## config.mk

```make
export PLATFORM = sky130hd
export DESIGN_NAME = reg_sched
export DESIGN_NICKNAME = d
export VERILOG_FILES = /design/src/rtl/reg_sched_pkg.sv /design/src/rtl/reg_sched_arbiter.sv /design/src/rtl/reg_sched.sv
export SDC_FILE = /design/constraint.sdc
export NUM_CORES = 1
export LEC_CHECK = 0
export CORE_MARGIN = 2
export CORE_UTILIZATION = 45
export CTS_CLUSTER_SIZE = 40
export DETAILED_ROUTE_END_ITERATION = 8
export GPL_TIMING_DRIVEN = 0
export HOLD_SLACK_MARGIN = 0.08
export PLACE_DENSITY = 0.85
export SYNTH_ARGS = -nofsm -noshare
export SYNTH_HDL_FRONTEND = slang
export SYNTH_SLANG_ARGS = --single-unit
```

## constraint.sdc

```tcl
create_clock -name clock -period 3 [get_ports clock]
set_clock_uncertainty 0.05 [all_clocks]
set_input_delay 0.75 -clock clock [delete_from_list [all_inputs] [get_ports clock]]
set_output_delay 0.75 -clock clock [all_outputs]
set_load 0.02 [all_outputs]
```

## src/rtl/reg_sched_pkg.sv

```systemverilog
// Shared types and constants for the round-robin scheduled register block.
package reg_sched_pkg;

  typedef enum logic [1:0] {
    LOAD    = 2'd0,
    ADD     = 2'd1,
    SUB_ODD = 2'd2,
    READ    = 2'd3
  } opcode_t;

  typedef enum logic [1:0] {
    IDLE = 2'd0,
    EXEC = 2'd1,
    RESP = 2'd2
  } state_t;

  localparam int unsigned SUB_ODD_DELTA = 7;

endpackage

```

## src/rtl/reg_sched_arbiter.sv

```systemverilog
// Combinational round-robin arbiter: first valid request after last_grant, wrapping.
module rr_arbiter #(
  parameter int unsigned N    = 4,
  parameter int unsigned ID_W = 2
) (
  input  logic [N-1:0]    req,
  input  logic [ID_W-1:0] last_grant,
  output logic [N-1:0]    grant,
  output logic [ID_W-1:0] grant_id,
  output logic            any
);

  always_comb begin
    int unsigned idx;
    idx      = 0;
    grant    = '0;
    grant_id = '0;
    any      = 1'b0;
    // Search offsets 1..N so last_grant itself is visited last.
    for (int unsigned i = 1; i <= N; i++) begin
      idx = (32'(last_grant) + i) % N;
      if (!any && req[idx]) begin
        any        = 1'b1;
        grant[idx] = 1'b1;
        grant_id   = ID_W'(idx);
      end
    end
  end

endmodule

```

## src/rtl/reg_sched.sv

```systemverilog
// Shared register updated by NUM_REQ requesters through an IDLE/EXEC/RESP scheduler.
module reg_sched
  import reg_sched_pkg::*;
#(
  parameter int unsigned NUM_REQ = 4,
  parameter int unsigned WIDTH   = 8
) (
  input  logic                          clock,
  input  logic                          reset_n,
  input  logic [NUM_REQ-1:0]            req_valid,
  input  logic [NUM_REQ-1:0][1:0]       req_op,
  input  logic [NUM_REQ-1:0][WIDTH-1:0] req_data,
  output logic [NUM_REQ-1:0]            req_ready,
  output logic                          rsp_valid,
  input  logic                          rsp_ready,
  output logic [$clog2(NUM_REQ)-1:0]    rsp_id,
  output logic [WIDTH-1:0]              rsp_data,
  output logic [WIDTH-1:0]              my_reg,
  output logic [15:0]                   ops_done
);

  localparam int unsigned ID_W = $clog2(NUM_REQ);

  state_t            state, state_nxt;
  opcode_t           op_q;
  logic [WIDTH-1:0]  data_q;
  logic [ID_W-1:0]   id_q;
  logic [ID_W-1:0]   last_grant;
  logic [NUM_REQ-1:0] grant;
  logic [ID_W-1:0]   grant_id;
  logic              any_req;
  logic              accept;
  logic              done;
  logic [WIDTH-1:0]  reg_nxt;

  rr_arbiter #(
    .N    (NUM_REQ),
    .ID_W (ID_W)
  ) u_arb (
    .req        (req_valid),
    .last_grant (last_grant),
    .grant      (grant),
    .grant_id   (grant_id),
    .any        (any_req)
  );

  assign accept = (state == IDLE) && any_req;
  assign done   = (state == RESP) && rsp_ready;

  always_ff @(posedge clock or negedge reset_n) begin
    if (!reset_n) state <= IDLE;
    else          state <= state_nxt;
  end

  always_comb begin
    state_nxt = state;
    unique case (state)
      IDLE:    if (any_req) state_nxt = EXEC;
      EXEC:    state_nxt = RESP;
      RESP:    if (rsp_ready) state_nxt = IDLE;
      default: state_nxt = IDLE;
    endcase
  end

  always_comb begin
    reg_nxt = my_reg;
    unique case (op_q)
      LOAD:    reg_nxt = data_q;
      ADD:     reg_nxt = my_reg + data_q;
      SUB_ODD: if (my_reg[0]) reg_nxt = my_reg - WIDTH'(SUB_ODD_DELTA);
      default: reg_nxt = my_reg;
    endcase
  end

  always_ff @(posedge clock or negedge reset_n) begin
    if (!reset_n) begin
      my_reg     <= '0;
      ops_done   <= '0;
      op_q       <= READ;
      data_q     <= '0;
      id_q       <= '0;
      last_grant <= ID_W'(NUM_REQ - 1);
    end else begin
      if (accept) begin
        op_q   <= opcode_t'(req_op[grant_id]);
        data_q <= req_data[grant_id];
        id_q   <= grant_id;
      end
      if (state == EXEC) my_reg <= reg_nxt;
      if (done) begin
        last_grant <= id_q;
        ops_done   <= ops_done + 16'd1;
      end
    end
  end

  // my_reg is frozen in RESP, so it doubles as the stable response payload.
  assign req_ready = (state == IDLE) ? grant : '0;
  assign rsp_valid = (state == RESP);
  assign rsp_id    = id_q;
  assign rsp_data  = my_reg;

endmodule

```

== Word-level counts from Yosys, hierarchy flattened ==
Index checks and enable logic that the tools add are counted.
Storage, ports and cells
  register bits after elaboration: 40
  latch bits: 0
  memory bits (writable): 0
  ROM bits: 0
  output and inout bits: 39
  word-level logic and storage cells: 90
  memories kept: 0
Operators by class
  add/sub/neg operators: 7
  $mul: 0
  divide/modulo/power cells: 0
  order comparisons: 9
  equality and inequality tests: 7
  shifts and indexed selects: 0
  multiplexer cells: 38
  bitwise operators: 3
  reduce and logical (&&, ||, !) cells: 18
Operator list (count)
  $pmux 8 s3: 1
  $mux 4: 5
  $add 16x1->16 const B: 1
  $bmux 8 s2: 1
  $mux 8: 2
  $lt 2x3->1 const B: 5
  $mux 2: 7
  $mux 1: 12
  $or 4x4->4: 3
  $logic_and 1x1->1: 9
  $add 8x8->8: 1
  $bmux 1 s2: 4
  $demux 1 s2: 4
  $ge 2x1->1 const B: 4
  $sub 8x3->8 const B: 1
  $pmux 2 s3: 1
  $add 2x1->2 const B: 2
  $add 2x2->2 const B: 2
  $bmux 2 s2: 1
  $eq 2x1->1 const B: 2
  $eq 2x2->1 const B: 2
  $logic_not 2->1: 2
  $ne 2x2->1 const B: 2
  $reduce_and 2->1: 2
  other kinds (4): 6

== Logic depth before layout (Yosys ltp) ==
Gate-level depths: netlist of the first run.
  depth after elaboration: 15
  mapped depth: 11
  mapped depth without buffers: 8

== Cells and area by module ==
From an unflattened synthesis of the first run, not the netlist that was laid out.
Unflattened totals
  cell total of the unflattened synthesis: 348
  area total of the unflattened synthesis: 3226.8 um2
By module, submodules not included
  reg_sched: instances 1, cells an instance 262, area each 2597.5 um2, sequential area each 1006.0 um2
  rr_arbiter: instances 1, cells an instance 86, area each 629.4 um2, sequential area each 0.0 um2

== Least setup slack after synthesis of the first run ==
Ideal clock, no wire load.
  path kind: reg-to-output
  start point: register last_grant[0]
  end point: output req_ready[0]
  arrival time: 2.543 ns
  required time: 2.200 ns
  path slack: -0.343 ns
  stages on the path, launching flop included: 9
  cells stage by stage: dfstp_2 > buf_6 > clkbuf_1 > inv_1 > ha_1 > inv_1 > mux2i_4 > o21ai_0 > a21oi_1
Between the ends
  longest elaborated chain between the ends: 14
  elaborated cells on any way between the ends: 49
  classes of those cells: 4 x add/sub; 8 x order compare; 24 x mux; 3 x bitwise; 10 x reduce/logical
RTL lines
  start, declared: RTL line reg_sched.sv:28  | logic [ID_W-1:0] last_grant;
  start signal, assigned: RTL line reg_sched.sv:82  | last_grant <= ID_W'(NUM_REQ - 1);
  start signal, assigned: RTL line reg_sched.sv:91  | last_grant <= id_q;
  parallel branches: the longest is 12 deep, another holds $lt 2x3->1
  $mux 4 (*): RTL line reg_sched_arbiter.sv:22  | if (!any && req[idx]) begin
  $mux 4 (*): RTL line reg_sched.sv:98  | assign req_ready = (state == IDLE) ? grant : '0;
  end, declared: RTL line reg_sched.sv:13  | output logic [NUM_REQ-1:0] req_ready,
Mark *: on every way between the ends. The select of a mux whose other input is x is not followed.

== Worst setup path after layout of the first run ==
  start point: register last_grant[0]
  end point: output req_ready[1]
The elaborated chain is that of the path after synthesis.

==> results of run 1 <==
==> cell families after synthesis <==
kind of cell | share of synthesized area [%]
compound gates | 18.5
xor+xnor | 6.70
fa+ha+maj | 7.89
buf+inv | 6.20
flops | 30.8
mux | 14.5
simple gates | 15.4
==> path summary, 6_finish.rpt <==
path | slack, ps | cells past startpoint | end | startpoint
max | -300 | 10 | req_ready[1] | last_grant[0]$_DFFE_PN1P_
min | 430 | 1 | ops_done[15]$_DFFE_PN0P_ | ops_done[15]$_DFFE_PN0P_
max reg2reg | 90 | 11 | data_q[4]$_DFFE_PN0P_ | last_grant[0]$_DFFE_PN1P_
min reg2reg | 430 | 1 | ops_done[15]$_DFFE_PN0P_ | ops_done[15]$_DFFE_PN0P_
max in group asynchronous | 1810 | 1 | ops_done[1]$_DFFE_PN0P_ | reset_n
min in group asynchronous | 520 | 1 | ops_done[11]$_DFFE_PN0P_ | reset_n
==> worst max-delay path: cells and delay by family (launching register included) <==
| kind | cells | cell delay, ps |
|---|---|---|
| flops | 1 | 600 |
| mux | 1 | 290 |
| simple gates | 2 | 290 |
| buf+inv | 3 | 410 |
| compound gates | 3 | 330 |
| fa+ha+maj | 1 | 290 |
==> what timing repair did <==
| item | in CTS | in global routing |
|---|---|---|
| gates resized for setup | 42 | 14 |
| pin swaps | 2 | 3 |
| setup endpoints to repair | 14 | 10 |
| setup buffers | 14 | 1 |
| gates cloned | 0 | 1 |
| hold buffers | 0 | 0 |
==> synth_stat cells, types with 5 or more instances <==
library cell and instances:
sky130_fd_sc_hd__nand2_1 41, sky130_fd_sc_hd__dfrtp_1 36, sky130_fd_sc_hd__nor2_1 29, sky130_fd_sc_hd__a21oi_1 23, sky130_fd_sc_hd__ha_1 19, sky130_fd_sc_hd__xnor2_1 18
sky130_fd_sc_hd__o21ai_0 17, sky130_fd_sc_hd__inv_1 16, sky130_fd_sc_hd__mux2i_1 14, sky130_fd_sc_hd__a22oi_1 13, sky130_fd_sc_hd__mux2_2 13, sky130_fd_sc_hd__buf_4 10
sky130_fd_sc_hd__o211ai_1 10, sky130_fd_sc_hd__clkbuf_1 8, sky130_fd_sc_hd__mux2_4 8, sky130_fd_sc_hd__xor2_1 7, sky130_fd_sc_hd__a21o_1 5, sky130_fd_sc_hd__nand3_1 5
sky130_fd_sc_hd__nor2b_1 5
==> area by class of cell <==
| cell class | count | area [um^2] |
|---|---|---|
| tap | 99 | 124 |
| clock inverter | 2 | 60.1 |
| timing repair buffer | 100 | 958 |
| multi-input combinational | 280 | 2150 |
| clock buffer | 6 | 72.6 |
| inverter | 16 | 66.3 |
| buffer | 22 | 179 |
| fill | 580 | 2520 |
| sequential | 40 | 1010 |
==> metrics by stage <==
stage	hold slack, ps	utilization, %	total power, uW	setup slack, ps
final	430	64.7	4970	-302
after global routing	471	64.7	5320	-366
after CTS	433	63.8	4770	-277
after detailed placement	417	59.8	4080	-979
after global placement	412	59.9	3960	-867
after floorplan	404	-	3210	2.99
==> power by group through the flow <==
stage	registers [uW]	clock network (uW)	logic, uW
finish	990	523	3460
CTS	993	536	3240
global placement	987	0	2970
detailed placement	1010	0	3070
global route	1020	557	3740
floorplan	1030	0	2180
==> routing by layer <==
layer	share of wire [%]	vias to the layer above	wire (um)
li1	-	1483	-
met1	41	1458	3610
met2	50	139	4330
met3	5.7	31	498
met4	3.2	0	283
met5	0	-	0
==> metrics list, run 1 <==
- The run finished, with violations left.
- Violated checks: negative setup slack
- The first global-routing pass estimated 13.8 mm of wire.
* Static leakage: 0.00204 uW
- Worst-case clock buffer depth: 2
- After detailed placement, the total cell area comes to 4270 um^2.
- The worst setup path is launched from a flop.
- Total of flip-flops plus latches after synthesis: 40
- Worst hold path type: flop to flop
- The count of nets left with antenna violations once routing finished came out at 0.
- Number of antenna violations at the first check in global routing: 0
* Cell with the largest stage delay on the worst path: sky130_fd_sc_hd__dfstp_2
- Number of warnings issued by yosys: 0
* Starting density of the core: 45.8%
- Setup TNS: -1020 ps
- Largest register FFs: 16
* Arrival time of the worst setup path: 2500 ps
- Async set-or-reset flop fraction in the synthesized netlist: 100%
- Summed over all nets, the switching power comes to 2180 uW.
* Final number of setup-violating endpoints: 4
* Worst vdd rail ir drop: 480 uV
* Global-route track usage on met1: 26.7%
* Power density over the cells: 1080 nW/um^2
- Largest driver fanout on the critical path: 5
- Headroom to the max-slew limit came out at 40.9%.
- Summed over its instances, the top area cell type makes up 27.6% of the synthesized netlist area.
* Die X: 89.2 um
* Slew of the pin with the lowest slew margin: 887 ps
* TritonCTS buffer count: 5
- In the post-synthesis netlist, the biggest area contributors are sky130_fd_sc_hd__dfrtp_1 28%, sky130_fd_sc_hd__ha_1 7.3%, sky130_fd_sc_hd__xnor2_1 4.8%.
- Post-Syn Area per Cell: 9.13 um^2
- DRT Wirelength: 8.72 mm
- Cells with a size suffix above 1 make up 20.8% of the layout.
- Least setup slack across all paths after layout: -302 ps
* DR vias: 3111
- Summing every instance area after synthesis gives 3270 um^2.
- Number of max-capacitance violations reported: 0
* Sequence of cells on the critical path: clkbuf_16 -> clkinvlp_4 -> ha_4 -> mux4_2 -> nor2b_4 -> a22oi_2 -> nand2_1 -> o21ai_2 -> a21oi_2 -> buf_6
- Top library cells by usage in the layout, fill and taps aside: 76 x sky130_fd_sc_hd__clkdlybuf4s50_1, 41 x sky130_fd_sc_hd__nand2_1, 36 x sky130_fd_sc_hd__dfrtp_1
- For met2 alone, demand over resource in global routing was 38.0%.
- The initialized floorplan defines 31 standard-cell rows.
- Counting tap cells, the placed design contains a total of 542 instances.
* Cell internal power dissipation: 2780 uW
- 86 I/O pins were placed.
- Number of sinks handled by clock tree synthesis: 40
- Combinational fraction of design power: 69.5%
* Number of hold violations in the final report: 0
- Proportion of power drawn by the clock network: 10.5%
- Summed over all instances, the cell type with the most area after synthesis is sky130_fd_sc_hd__dfrtp_1.
- In the synthesized netlist, the number of instances is 358.
- Clock period minus worst slack: 3300 ps
* Root Buffer Master: sky130_fd_sc_hd__clkbuf_8
- NumNets Final: 532
- Port Buf Inserts: 85
* Insertion delay of the later-clocked pin in the worst-skew pair: 290 ps
* Sequential area share after synthesis: 30.8%
* Prevailing post-synth register cell: sky130_fd_sc_hd__dfrtp_1
- Die Footprint: 7960 um^2
- Max Slew Vio Count: 0
- Switching share of power: 44.0%
* Y dimension of the die: 89.2 um
- The synthesized design contains 0 enable-type register cells.
* Final routed DRC violation total: 0
- Part of the cycle the worst path needs: 110%
- HPWL after detailed placement: 6.16 mm
* Global-route usage over all layers: 21.8%
- The setup path with the least slack is of type flop to output pin.
- Dividing the detail-routed wire length by the instance count gives 15.4 um.
- Once layout is done, the placed cells without fillers occupy 4610 um^2.
- The synthesized netlist contains 56 unique library cells.
- On the worst path, the slowest cell contributes a delay of 600 ps.
- Vias in the first global route: 3044
- At the end of routability-driven placement, the weighted congestion stood at 0.882.
- Entering global routing, the biggest net connects 41 pins.
- Clock-pin slew was measured on the worst setup and hold paths at 80 ps.
* Clock tree from TritonCTS: yes
* Area of the placeable core: 7140 um^2
- Sequential power share: 19.9%
- Setup repair after global routing could not meet its margin everywhere.
- Antenna diode count: 0
* GR Util met3: 3.32%
- The finished layout holds 565 standard cells, fillers aside.
* Most common cell after layout, fill and taps aside: sky130_fd_sc_hd__clkdlybuf4s50_1
- Maximum operating frequency: 303 MHz
- Remaining global-route overflow: 0
- For the worst setup path, the data required time is 2200 ps.
- The H-tree was split into 2 levels.
- Relative to the synthesized area, the layout overhead comes to 41.2%.
- The layer flagged by global routing as most heavily used is met2.
- Count of TritonRoute iterations in the first routing pass: 4
- The worst setup path is captured at an output pin.
- DRT iter0 DRCs: 219
- Total nets after synthesis: 425
* Average via count per standard cell: 5.51
(Power assumes the default switching activity.)
==> run 2, diff against run 1 <==
Settings changed: HOLD_SLACK_MARGIN 0.08 to 0.06.
==> results of run 2 <==
Same layout as run 1: the final DEF is identical, and so are final timing and power.
